## config.mk

```make
export PLATFORM = sky130hd
export DESIGN_NAME = trap_seq_flat
export DESIGN_NICKNAME = d
export VERILOG_FILES = /design/src/rtl/trap_seq_pkg.sv /design/src/rtl/trap_seq_if.sv /design/src/rtl/irq_sync_prio.sv /design/src/rtl/trap_seq.sv /design/src/flat_wrapper.sv
export SDC_FILE = /design/constraint.sdc
export NUM_CORES = 1
export LEC_CHECK = 0
export CAP_MARGIN = 15
export CORE_AREA = 8 8 124 126
export DETAILED_ROUTE_END_ITERATION = 10
export DIE_AREA = 0 0 132 134
export DONT_BUFFER_PORTS = 1
export PLACE_DENSITY = 0.6
export SLEW_MARGIN = 15
export SYNTH_ARGS = -nofsm -noshare
export SYNTH_HDL_FRONTEND = slang
export SYNTH_SLANG_ARGS = --single-unit
```

## constraint.sdc

```tcl
create_clock -name clk -period 5.1 [get_ports clk]
set_input_delay 1.02 -clock clk [delete_from_list [all_inputs] [get_ports clk]]
set_output_delay 1.02 -clock clk [all_outputs]
set_load 0.01 [all_outputs]
```

## src/rtl/trap_seq_pkg.sv

```systemverilog
// trap_seq_pkg
// Shared types and constants for the trap/return sequencer.
//   trap_state_t  : sequencer state encoding
//   ecause_t      : synchronous exception cause codes (4 bits)
//   CSR_*         : machine CSR addresses used by the sequence
//   CSR_OP_*      : encoding of the csr port write field
//   IRQ_*         : machine interrupt cause numbers
package trap_seq_pkg;

    typedef enum logic [2:0] {
        IDLE,
        W_EPC,
        W_CAUSE,
        W_TVAL,
        W_STATUS,
        R_TVEC,
        M_STATUS,
        M_EPC
    } trap_state_t;

    typedef enum logic [3:0] {
        EXC_I_ALIGN    = 4'd0,
        EXC_I_FAULT    = 4'd1,
        EXC_ILLEGAL    = 4'd2,
        EXC_BREAKPOINT = 4'd3,
        EXC_L_ALIGN    = 4'd4,
        EXC_L_FAULT    = 4'd5,
        EXC_S_ALIGN    = 4'd6,
        EXC_S_FAULT    = 4'd7,
        EXC_ECALL_U    = 4'd8,
        EXC_ECALL_S    = 4'd9,
        EXC_ECALL_M    = 4'd11,
        EXC_I_PFAULT   = 4'd12,
        EXC_L_PFAULT   = 4'd13,
        EXC_S_PFAULT   = 4'd15
    } ecause_t;

    localparam logic [11:0] CSR_MSTATUS = 12'h300;
    localparam logic [11:0] CSR_MTVEC   = 12'h305;
    localparam logic [11:0] CSR_MEPC    = 12'h341;
    localparam logic [11:0] CSR_MCAUSE  = 12'h342;
    localparam logic [11:0] CSR_MTVAL   = 12'h343;

    localparam logic [1:0] CSR_OP_READ  = 2'b00;
    localparam logic [1:0] CSR_OP_WRITE = 2'b01;
    localparam logic [1:0] CSR_OP_SET   = 2'b10;
    localparam logic [1:0] CSR_OP_CLEAR = 2'b11;

    localparam logic [4:0] IRQ_MSI = 5'd3;
    localparam logic [4:0] IRQ_MTI = 5'd7;
    localparam logic [4:0] IRQ_MEI = 5'd11;

    // Trap value for an exception: instruction-side faults and EBREAK report
    // the faulting byte address, ECALLs report nothing, everything else
    // reports the data supplied by writeback.
    function automatic logic [31:0] exc_tval(input logic [3:0]  cause,
                                             input logic [29:0] pc,
                                             input logic [31:0] data);
        logic [31:0] tval;
        case (cause)
            EXC_I_ALIGN, EXC_I_FAULT, EXC_I_PFAULT, EXC_BREAKPOINT: tval = {pc, 2'b00};
            EXC_ECALL_U, EXC_ECALL_S, EXC_ECALL_M:                  tval = '0;
            default:                                                tval = data;
        endcase
        return tval;
    endfunction

    // Apply a csr write/set/clear to the two shadowed mstatus bits {mpie, mie}.
    function automatic logic [1:0] shadow_apply(input logic [1:0] op,
                                                input logic [1:0] old,
                                                input logic [1:0] d);
        logic [1:0] res;
        case (op)
            CSR_OP_WRITE: res = d;
            CSR_OP_SET:   res = old | d;
            CSR_OP_CLEAR: res = old & ~d;
            default:      res = old;
        endcase
        return res;
    endfunction

endpackage

```

## src/rtl/trap_seq_if.sv

```systemverilog
// trap_pipe_if : pipeline side of the sequencer (CSR instruction requests,
//                writeback trap/return events, hold and redirect).
//                master = pipeline, slave = sequencer.
// trap_csr_if  : generic read/write port of the csr block.
//                master = sequencer, slave = csr block.
interface trap_pipe_if;
    logic        pipe_csr_valid;
    logic [11:0] pipe_csr_addr;
    logic [1:0]  pipe_csr_write;
    logic [31:0] pipe_csr_wdata;
    logic        pipe_csr_ready;
    logic [31:0] pipe_csr_rdata;
    logic        pipe_csr_error;
    logic        wb_valid;
    logic        wb_exc;
    logic [3:0]  wb_exc_cause;
    logic        wb_mret;
    logic [29:0] wb_pc;
    logic [31:0] wb_data;
    logic        trap_busy;
    logic        trap_setpc;
    logic [29:0] trap_newpc;

    modport master (
        output pipe_csr_valid, pipe_csr_addr, pipe_csr_write, pipe_csr_wdata,
        output wb_valid, wb_exc, wb_exc_cause, wb_mret, wb_pc, wb_data,
        input  pipe_csr_ready, pipe_csr_rdata, pipe_csr_error,
        input  trap_busy, trap_setpc, trap_newpc
    );

    modport slave (
        input  pipe_csr_valid, pipe_csr_addr, pipe_csr_write, pipe_csr_wdata,
        input  wb_valid, wb_exc, wb_exc_cause, wb_mret, wb_pc, wb_data,
        output pipe_csr_ready, pipe_csr_rdata, pipe_csr_error,
        output trap_busy, trap_setpc, trap_newpc
    );
endinterface

interface trap_csr_if;
    logic [11:0] csr_addr;
    logic [1:0]  csr_write;
    logic [31:0] csr_data_in;
    logic [31:0] csr_data_out;
    logic        csr_error;

    modport master (
        output csr_addr, csr_write, csr_data_in,
        input  csr_data_out, csr_error
    );

    modport slave (
        input  csr_addr, csr_write, csr_data_in,
        output csr_data_out, csr_error
    );
endinterface

```

## src/rtl/irq_sync_prio.sv

```systemverilog
// irq_sync_prio
// Synchronises the three asynchronous machine interrupt lines and picks the
// highest-priority pending one (external > software > timer).
// Ports:
//   clk, reset          clock, async active-high reset
//   i_irq_ext/soft/timer raw level interrupt lines
//   o_irq_any           at least one synchronised line is high
//   o_cause             cause number of the winning line (0 when none)
module irq_sync_prio
    import trap_seq_pkg::*;
#(
    parameter int STAGES = 2
)
(
    input  logic       clk,
    input  logic       reset,
    input  logic       i_irq_ext,
    input  logic       i_irq_soft,
    input  logic       i_irq_timer,
    output logic       o_irq_any,
    output logic [4:0] o_cause
);

    // Bit order within each stage: [2] ext, [1] soft, [0] timer.
    logic [STAGES-1:0][2:0] r_sync;
    logic [2:0]             w_irq_raw;
    logic [2:0]             w_irq_synced;

    assign w_irq_raw = {i_irq_ext, i_irq_soft, i_irq_timer};

    generate
        if (STAGES == 1) begin : g_single
            always_ff @(posedge clk or posedge reset) begin
                if (reset) r_sync <= '0;
                else       r_sync <= w_irq_raw;
            end
        end else begin : g_chain
            always_ff @(posedge clk or posedge reset) begin
                if (reset) r_sync <= '0;
                else       r_sync <= {r_sync[STAGES-2:0], w_irq_raw};
            end
        end
    endgenerate

    assign w_irq_synced = r_sync[STAGES-1];
    assign o_irq_any    = |w_irq_synced;

    always_comb begin
        o_cause = '0;
        if (w_irq_synced[2])      o_cause = IRQ_MEI;
        else if (w_irq_synced[1]) o_cause = IRQ_MSI;
        else if (w_irq_synced[0]) o_cause = IRQ_MTI;
    end

endmodule

```

## src/rtl/trap_seq.sv

```systemverilog
// trap_seq
// Trap/return sequencer and arbiter for the single csr read/write port.
// In IDLE the pipeline's CSR instructions pass straight through to the csr
// block; a retiring exception, MRET or enabled interrupt takes over the port
// for a fixed save/restore sequence while holding the pipeline.
// Ports:
//   clk, reset                 clock, async active-high reset
//   irq_ext/soft/timer         asynchronous level interrupt lines
//   pipe (trap_pipe_if.slave)  pipeline CSR requests, writeback events,
//                              trap_busy / trap_setpc / trap_newpc
//   csr  (trap_csr_if.master)  csr block generic port
// Build option:
//   TRAP_SEQ_VECTORED_EN  when defined, interrupts honour mtvec vectored
//                         mode (bit 0) and jump to base + cause.
//
// state    | meaning
// IDLE     | passthrough; watch writeback for trap/return
// W_EPC    | write mepc
// W_CAUSE  | write mcause
// W_TVAL   | write mtval
// W_STATUS | write mstatus (MPIE <- MIE, MIE <- 0)
// R_TVEC   | read mtvec, redirect, back to IDLE
// M_STATUS | MRET: write mstatus (MIE <- MPIE, MPIE <- 1)
// M_EPC    | MRET: read mepc, redirect, back to IDLE
module trap_seq
    import trap_seq_pkg::*;
#(
    parameter int IRQ_SYNC_STAGES = 2
)
(
    input  logic       clk,
    input  logic       reset,
    input  logic       irq_ext,
    input  logic       irq_soft,
    input  logic       irq_timer,
    trap_pipe_if.slave pipe,
    trap_csr_if.master csr
);

    trap_state_t r_state;
    trap_state_t w_state_next;

    logic        r_mie;
    logic        r_mpie;
    logic [29:0] r_epc;
    logic [31:0] r_cause_word;
    logic [31:0] r_tval;

    logic        w_irq_any;
    logic [4:0]  w_irq_cause;
    logic        w_exc_hit;
    logic        w_ret_hit;
    logic        w_irq_hit;
    logic        w_trap_start;
    logic        w_pipe_status_wr;
    logic [1:0]  w_status_new;
    logic [29:0] w_tvec_target;

    irq_sync_prio #(
        .STAGES (IRQ_SYNC_STAGES)
    ) u_irq_sync_prio (
        .clk         (clk),
        .reset       (reset),
        .i_irq_ext   (irq_ext),
        .i_irq_soft  (irq_soft),
        .i_irq_timer (irq_timer),
        .o_irq_any   (w_irq_any),
        .o_cause     (w_irq_cause)
    );

    // Arbitration order: exception, then MRET, then interrupt.
    assign w_exc_hit    = pipe.wb_valid & pipe.wb_exc;
    assign w_ret_hit    = pipe.wb_valid & ~pipe.wb_exc & pipe.wb_mret;
    assign w_irq_hit    = pipe.wb_valid & ~pipe.wb_exc & ~pipe.wb_mret & r_mie & w_irq_any;
    assign w_trap_start = w_exc_hit | w_ret_hit | w_irq_hit;

    assign w_pipe_status_wr = (r_state == IDLE) & ~w_trap_start & pipe.pipe_csr_valid
                            & (pipe.pipe_csr_write != CSR_OP_READ)
                            & (pipe.pipe_csr_addr == CSR_MSTATUS) & ~csr.csr_error;

    assign w_status_new = shadow_apply(pipe.pipe_csr_write, {r_mpie, r_mie},
                                       {pipe.pipe_csr_wdata[7], pipe.pipe_csr_wdata[3]});

`ifdef TRAP_SEQ_VECTORED_EN
    assign w_tvec_target = (r_cause_word[31] && csr.csr_data_out[0])
                         ? csr.csr_data_out[31:2] + {25'b0, r_cause_word[4:0]}
                         : csr.csr_data_out[31:2];
`else
    assign w_tvec_target = csr.csr_data_out[31:2];
`endif

    always_ff @(posedge clk or posedge reset) begin
        if (reset) r_state <= IDLE;
        else       r_state <= w_state_next;
    end

    always_comb begin
        w_state_next = r_state;
        case (r_state)
            IDLE: begin
                if (w_exc_hit || w_irq_hit) w_state_next = W_EPC;
                else if (w_ret_hit)         w_state_next = M_STATUS;
            end
            W_EPC:    w_state_next = W_CAUSE;
            W_CAUSE:  w_state_next = W_TVAL;
            W_TVAL:   w_state_next = W_STATUS;
            W_STATUS: w_state_next = R_TVEC;
            R_TVEC:   w_state_next = IDLE;
            M_STATUS: w_state_next = M_EPC;
            M_EPC:    w_state_next = IDLE;
            default:  w_state_next = IDLE;
        endcase
    end

    always_comb begin
        csr.csr_addr        = '0;
        csr.csr_write       = CSR_OP_READ;
        csr.csr_data_in     = '0;
        pipe.pipe_csr_ready = 1'b0;
        pipe.pipe_csr_rdata = '0;
        pipe.pipe_csr_error = 1'b0;
        pipe.trap_busy      = 1'b0;
        pipe.trap_setpc     = 1'b0;
        pipe.trap_newpc     = '0;
        case (r_state)
            IDLE: begin
                if (w_trap_start) begin
                    pipe.trap_busy = 1'b1;
                end else begin
                    csr.csr_addr        = pipe.pipe_csr_addr;
                    // No valid request must never turn into a stray write.
                    csr.csr_write       = pipe.pipe_csr_valid ? pipe.pipe_csr_write : CSR_OP_READ;
                    csr.csr_data_in     = pipe.pipe_csr_wdata;
                    pipe.pipe_csr_ready = pipe.pipe_csr_valid;
                    pipe.pipe_csr_rdata = csr.csr_data_out;
                    pipe.pipe_csr_error = csr.csr_error;
                end
            end
            W_EPC: begin
                pipe.trap_busy  = 1'b1;
                csr.csr_addr    = CSR_MEPC;
                csr.csr_write   = CSR_OP_WRITE;
                csr.csr_data_in = {r_epc, 2'b00};
            end
            W_CAUSE: begin
                pipe.trap_busy  = 1'b1;
                csr.csr_addr    = CSR_MCAUSE;
                csr.csr_write   = CSR_OP_WRITE;
                csr.csr_data_in = r_cause_word;
            end
            W_TVAL: begin
                pipe.trap_busy  = 1'b1;
                csr.csr_addr    = CSR_MTVAL;
                csr.csr_write   = CSR_OP_WRITE;
                csr.csr_data_in = r_tval;
            end
            W_STATUS: begin
                pipe.trap_busy  = 1'b1;
                csr.csr_addr    = CSR_MSTATUS;
                csr.csr_write   = CSR_OP_WRITE;
                csr.csr_data_in = {24'b0, r_mie, 7'b0};
            end
            R_TVEC: begin
                pipe.trap_busy  = 1'b1;
                pipe.trap_setpc = 1'b1;
                pipe.trap_newpc = w_tvec_target;
                csr.csr_addr    = CSR_MTVEC;
            end
            M_STATUS: begin
                pipe.trap_busy  = 1'b1;
                csr.csr_addr    = CSR_MSTATUS;
                csr.csr_write   = CSR_OP_WRITE;
                csr.csr_data_in = {24'b0, 1'b1, 3'b0, r_mpie, 3'b0};
            end
            M_EPC: begin
                pipe.trap_busy  = 1'b1;
                pipe.trap_setpc = 1'b1;
                pipe.trap_newpc = csr.csr_data_out[31:2];
                csr.csr_addr    = CSR_MEPC;
            end
            default: ;
        endcase
        // Outputs are forced quiet while reset is held so nothing reaches
        // the csr block or the pipeline during reset.
        if (reset) begin
            csr.csr_addr        = '0;
            csr.csr_write       = CSR_OP_READ;
            csr.csr_data_in     = '0;
            pipe.pipe_csr_ready = 1'b0;
            pipe.pipe_csr_rdata = '0;
            pipe.pipe_csr_error = 1'b0;
            pipe.trap_busy      = 1'b0;
            pipe.trap_setpc     = 1'b0;
            pipe.trap_newpc     = '0;
        end
    end

    always_ff @(posedge clk or posedge reset) begin
        if (reset) begin
            r_mie        <= 1'b0;
            r_mpie       <= 1'b0;
            r_epc        <= '0;
            r_cause_word <= '0;
            r_tval       <= '0;
        end else begin
            case (r_state)
                IDLE: begin
                    if (w_exc_hit) begin
                        r_epc        <= pipe.wb_pc;
                        r_cause_word <= {28'b0, pipe.wb_exc_cause};
                        r_tval       <= exc_tval(pipe.wb_exc_cause, pipe.wb_pc, pipe.wb_data);
                    end else if (w_irq_hit) begin
                        // Interrupt is taken after the retiring instruction.
                        r_epc        <= pipe.wb_pc + 30'd1;
                        r_cause_word <= {1'b1, 26'b0, w_irq_cause};
                        r_tval       <= '0;
                    end else if (w_pipe_status_wr) begin
                        r_mpie <= w_status_new[1];
                        r_mie  <= w_status_new[0];
                    end
                end
                W_STATUS: begin
                    r_mpie <= r_mie;
                    r_mie  <= 1'b0;
                end
                M_STATUS: begin
                    r_mie  <= r_mpie;
                    r_mpie <= 1'b1;
                end
                default: ;
            endcase
        end
    end

endmodule

```

## src/flat_wrapper.sv

```systemverilog
// flat-port wrapper written by rule: the top's interface ports become plain ports
module trap_seq_flat import trap_seq_pkg::*;
#(
    parameter int IRQ_SYNC_STAGES = 2
)
  (clk, reset, irq_ext, irq_soft, irq_timer, pipe_pipe_csr_valid, pipe_pipe_csr_addr, pipe_pipe_csr_write, pipe_pipe_csr_wdata, pipe_wb_valid, pipe_wb_exc, pipe_wb_exc_cause, pipe_wb_mret, pipe_wb_pc, pipe_wb_data, pipe_pipe_csr_ready, pipe_pipe_csr_rdata, pipe_pipe_csr_error, pipe_trap_busy, pipe_trap_setpc, pipe_trap_newpc, csr_csr_addr, csr_csr_write, csr_csr_data_in, csr_csr_data_out, csr_csr_error);
  trap_pipe_if pipe_i ();
  trap_csr_if csr_i ();
  input  logic clk;
  input  logic reset;
  input  logic irq_ext;
  input  logic irq_soft;
  input  logic irq_timer;
  input wire logic [$bits(pipe_i.pipe_csr_valid)-1:0] pipe_pipe_csr_valid;
  input wire logic [$bits(pipe_i.pipe_csr_addr)-1:0] pipe_pipe_csr_addr;
  input wire logic [$bits(pipe_i.pipe_csr_write)-1:0] pipe_pipe_csr_write;
  input wire logic [$bits(pipe_i.pipe_csr_wdata)-1:0] pipe_pipe_csr_wdata;
  input wire logic [$bits(pipe_i.wb_valid)-1:0] pipe_wb_valid;
  input wire logic [$bits(pipe_i.wb_exc)-1:0] pipe_wb_exc;
  input wire logic [$bits(pipe_i.wb_exc_cause)-1:0] pipe_wb_exc_cause;
  input wire logic [$bits(pipe_i.wb_mret)-1:0] pipe_wb_mret;
  input wire logic [$bits(pipe_i.wb_pc)-1:0] pipe_wb_pc;
  input wire logic [$bits(pipe_i.wb_data)-1:0] pipe_wb_data;
  output wire logic [$bits(pipe_i.pipe_csr_ready)-1:0] pipe_pipe_csr_ready;
  output wire logic [$bits(pipe_i.pipe_csr_rdata)-1:0] pipe_pipe_csr_rdata;
  output wire logic [$bits(pipe_i.pipe_csr_error)-1:0] pipe_pipe_csr_error;
  output wire logic [$bits(pipe_i.trap_busy)-1:0] pipe_trap_busy;
  output wire logic [$bits(pipe_i.trap_setpc)-1:0] pipe_trap_setpc;
  output wire logic [$bits(pipe_i.trap_newpc)-1:0] pipe_trap_newpc;
  output wire logic [$bits(csr_i.csr_addr)-1:0] csr_csr_addr;
  output wire logic [$bits(csr_i.csr_write)-1:0] csr_csr_write;
  output wire logic [$bits(csr_i.csr_data_in)-1:0] csr_csr_data_in;
  input wire logic [$bits(csr_i.csr_data_out)-1:0] csr_csr_data_out;
  input wire logic [$bits(csr_i.csr_error)-1:0] csr_csr_error;
  assign pipe_i.pipe_csr_valid = pipe_pipe_csr_valid;
  assign pipe_i.pipe_csr_addr = pipe_pipe_csr_addr;
  assign pipe_i.pipe_csr_write = pipe_pipe_csr_write;
  assign pipe_i.pipe_csr_wdata = pipe_pipe_csr_wdata;
  assign pipe_i.wb_valid = pipe_wb_valid;
  assign pipe_i.wb_exc = pipe_wb_exc;
  assign pipe_i.wb_exc_cause = pipe_wb_exc_cause;
  assign pipe_i.wb_mret = pipe_wb_mret;
  assign pipe_i.wb_pc = pipe_wb_pc;
  assign pipe_i.wb_data = pipe_wb_data;
  assign pipe_pipe_csr_ready = pipe_i.pipe_csr_ready;
  assign pipe_pipe_csr_rdata = pipe_i.pipe_csr_rdata;
  assign pipe_pipe_csr_error = pipe_i.pipe_csr_error;
  assign pipe_trap_busy = pipe_i.trap_busy;
  assign pipe_trap_setpc = pipe_i.trap_setpc;
  assign pipe_trap_newpc = pipe_i.trap_newpc;
  assign csr_csr_addr = csr_i.csr_addr;
  assign csr_csr_write = csr_i.csr_write;
  assign csr_csr_data_in = csr_i.csr_data_in;
  assign csr_i.csr_data_out = csr_csr_data_out;
  assign csr_i.csr_error = csr_csr_error;
  trap_seq #(.IRQ_SYNC_STAGES(IRQ_SYNC_STAGES)) u_core (.clk(clk), .reset(reset), .irq_ext(irq_ext), .irq_soft(irq_soft), .irq_timer(irq_timer), .pipe(pipe_i), .csr(csr_i));
endmodule
```

==> summary.txt <==
Status
  – Outcome: finished, final reports clean

CTS
  – Post-CTS Hold Buffers: 0
  – Clk buf depth: 2
  – CTS H-tree lvls: 3
  – Root Buffer: clkbuf_16
  – CTS Sinks: around 80
  – Clk_lat worst skew: ~0.34 ns
  – Post-cts sizing count: 0
  – CTS clk-pin slew, worst paths: roughly 0.06 ns
  – CTS buffer count: 9
  – Postcts setup bufs: 0
  – CTS tree: built

Yosys
  – Syn Area/Cell: 8.571 um2
  – Cell taking the most area after synthesis: dfrtp_1
  – Net count after synthesis: between 700 and 800
  – Synth top cells by count: 82 x nand2_1, 78 x dfrtp_1, 73 x and2_1
  – Post-synth ARST share: 100.0%
  – Area fraction of the dominant cell type after synthesis: 37.39%
  – Yosys cell types: 55
  – Synth area leaders: dfrtp_1 37%, and2_1 8.7%, nand2_1 5.9%
  – Synthesized cell area: 5220 um2
  – Post-synthesis sequential area ratio: between 30% and 40%
  – Most frequent cell after synthesis: nand2_1
  – Mapped Cells: just over 600
  – Primary FF master, synth: dfrtp_1
  – Register bit total from synthesis: approximately 80
  – Warnings, synthesis: 0
  – Post-synth EDFFs: 0

Finish
  – Multi-input gate area: just under 3000 um2
  – Fillers: ~1,400
  – Seq. cell area: 1952 um2
  – Layout cells sized above 1: between 7 and 8%
  – NumNets Final: around 740
  – Area grow syn2layout: 7.335%
  – Antenna diodes: 0

Die
  – Site row count: between 40 and 50
  – # IOs: 266
  – Placeable Area: approximately 14,000 um2
  – Die Span X: ~130 um
  – Total Die Area: 17,690 um2
  – Initial Util: approximately two fifths
  – Die H: between 100 and 150 um

Worst setup path
  – Arr. time, crit path: 2.99 ns
  – CP Launch Type: register
  – Worst path required time: ~4.1 ns
  – Crit path max fanout: 16
  – Critical setup path kind: register to output port
  – Worst setup EP type: output port

Routing
  – 1st-pass router iterations: 7
  – WL per Instance: about 26 um
  – Initial DRC Count: between 300 and 400
  – Vias per cell: a little over 6
  – Residual DRC count: 0
  – Post-route ant nets: 0
  – Final WL: 19,980 um
  – Via count: 4,662

Worst hold path
  – Hold Path Class: register to register

Place
  – Detail Placement HPWL: around 16,000 um
  – Setup WS pre-CTS: 1.313 ns
  – GPL Wtd Cong: about 0.94
  – PortBufs: 0

Global routing
  – Largest net degree at the start of global routing: between 70 and 80
  – Aggregate global-route resource usage: a little over a fifth
  – Overflow left after global routing: 0
  – First-pass GRT wire length: approximately 30,000 um
  – Grt met3 use: 10.55%
  – Vias in the first global route: ~4,700
  – Global-route met2 utilization: 35.38%
  – Busiest metal layer after global routing: met2
  – Antenna violations before repair: 0
  – Met1 Use GR: 23.68%

Timing
  – RSZ-0062 raised after global routing: no
  – Peak Freq: 249.1 MHz
  – Hold Fails Final Rpt: 0
  – Min cycle time layout: roughly 4.0 ns
  – Final max-slew violation count: 0
  – Clock skew: 0.006797 ns
  – Worst slew margin: between 20 and 25%
  – Worst Max-Slew Pin Slew: between 1 and 1.5 ns
  – Post-route setup slack: 1.085 ns
  – Tcrit/Tclk final: about four fifths
  – Final setup vio count: 0
  – Setup_tns: 0 ns

Power
  – PD cells: just over 500 nW/um2
  – VDD IR max: roughly 0.00020 V
  – P_leak: about 2.3 nW

Run
  – MaxCap Viol Count: 0
-- sequential cells by signal, indices dropped and copies added, names as in the netlist --
name                                 cells
u_core.r_mpie                            1
u_core.r_tval                           32
u_core.r_epc                            30
u_core.r_cause_word                      5
u_core.u_irq_sync_prio.w_irq_synced      3
u_core.r_state                           3
u_core.u_irq_sync_prio.r_sync            3
u_core.r_mie                             1
-- logic make-up after synthesis --
family                     after synthesis  synth area share (%)
AOI/OAI and AO/OA                      165                 22.36
xor gates and xnor gates                28                 4.698
adders and majority gates                4                0.9588
buffers and inverters                   84                 7.526
DFF                                     78                 37.39
muxes                                    9                 1.774
and+or+nand+nor                        241                 25.29
-- area by class of cell --
class	instances	share of cell area (%)
Inverter	41	2.769
Multi-Input combinational cell	447	51.63
Tap cell	180	4.020
Clock inverter	6	1.675
Sequential cell	78	34.84
Clock buffer	10	4.265
Timing Repair Buffer	6	0.8039
-- cell usage in the layout, fill, tap and decap left out, types with 9 or more instances in the layout --
| master | n |
|---|---|
| a21oi_1 | 11 |
| nand3_1 | 17 |
| a222oi_1 | 29 |
| nand2_1 | 82 |
| clkbuf_16 | 9 |
| inv_1 | 39 |
| dfrtp_1 | 78 |
| o21ai_1 | 15 |
| nor2_1 | 23 |
| o21ai_0 | 57 |
| xor2_1 | 10 |
| xnor2_1 | 18 |
| and2_1 | 73 |
| a22oi_1 | 29 |
-- worst max-delay path, stage by stage (launching register included) --
cell	delay (ns)
dfrtp_1	0.83
inv_1	0.31
nor3_4	0.64
buf_4	0.34
a22oi_1	0.12
o21ai_0	0.40
-- path summary, 6_finish.rpt --
| path | from | to | slack [ns] | depth (start not counted) |
|---|---|---|---|---|
| min reg2reg | u_core.u_irq_sync_prio.r_sync[2] | u_core.u_irq_sync_prio.w_irq_synced[2] | 0.34 | 0 |
| min | u_core.u_irq_sync_prio.r_sync[2] | u_core.u_irq_sync_prio.w_irq_synced[2] | 0.34 | 0 |
| max in group asynchronous | reset | u_core.r_tval[21] | 3.55 | 2 |
| max | u_core.r_state[1] | csr_csr_data_in[29] | 1.09 | 5 |
| min in group asynchronous | reset | u_core.r_state[2] | 0.40 | 1 |
| max reg2reg | u_core.r_state[1] | u_core.r_tval[25] | 2.37 | 5 |
-- metal layers --
metal  vias to the layer above  part of all wire, %
met4                         0                  3.6
met5                         -                    0
li1                       2110                    -
met2                       255                   47
met3                        36                   12
met1                      2261                   38
-- through the flow --
step,std cells,instance area [um2],utilization (%),hold slack (ns),power (mW)
global route,768,5603,41.49,0.3482,3.026
detailed placement,752,5270,39.03,0.3409,2.145
CTS,768,5603,41.49,0.3498,2.862
finish,768,5603,41.49,0.3447,2.832
global placement,752,5270,39.03,0.3349,2.104
floorplan,609,5220,-,0.3312,1.874
-- where the power goes --
group	switching [mW]	internal, mW	leakage, nW	total (mW)
registers	0.231	0.895	0.977	1.13
clock network	0.265	0.445	0.153	0.710
logic	0.613	0.383	1.21	0.996
total	1.11	1.72	2.34	2.83
Note: power is estimated with default switching activity, not from simulation.
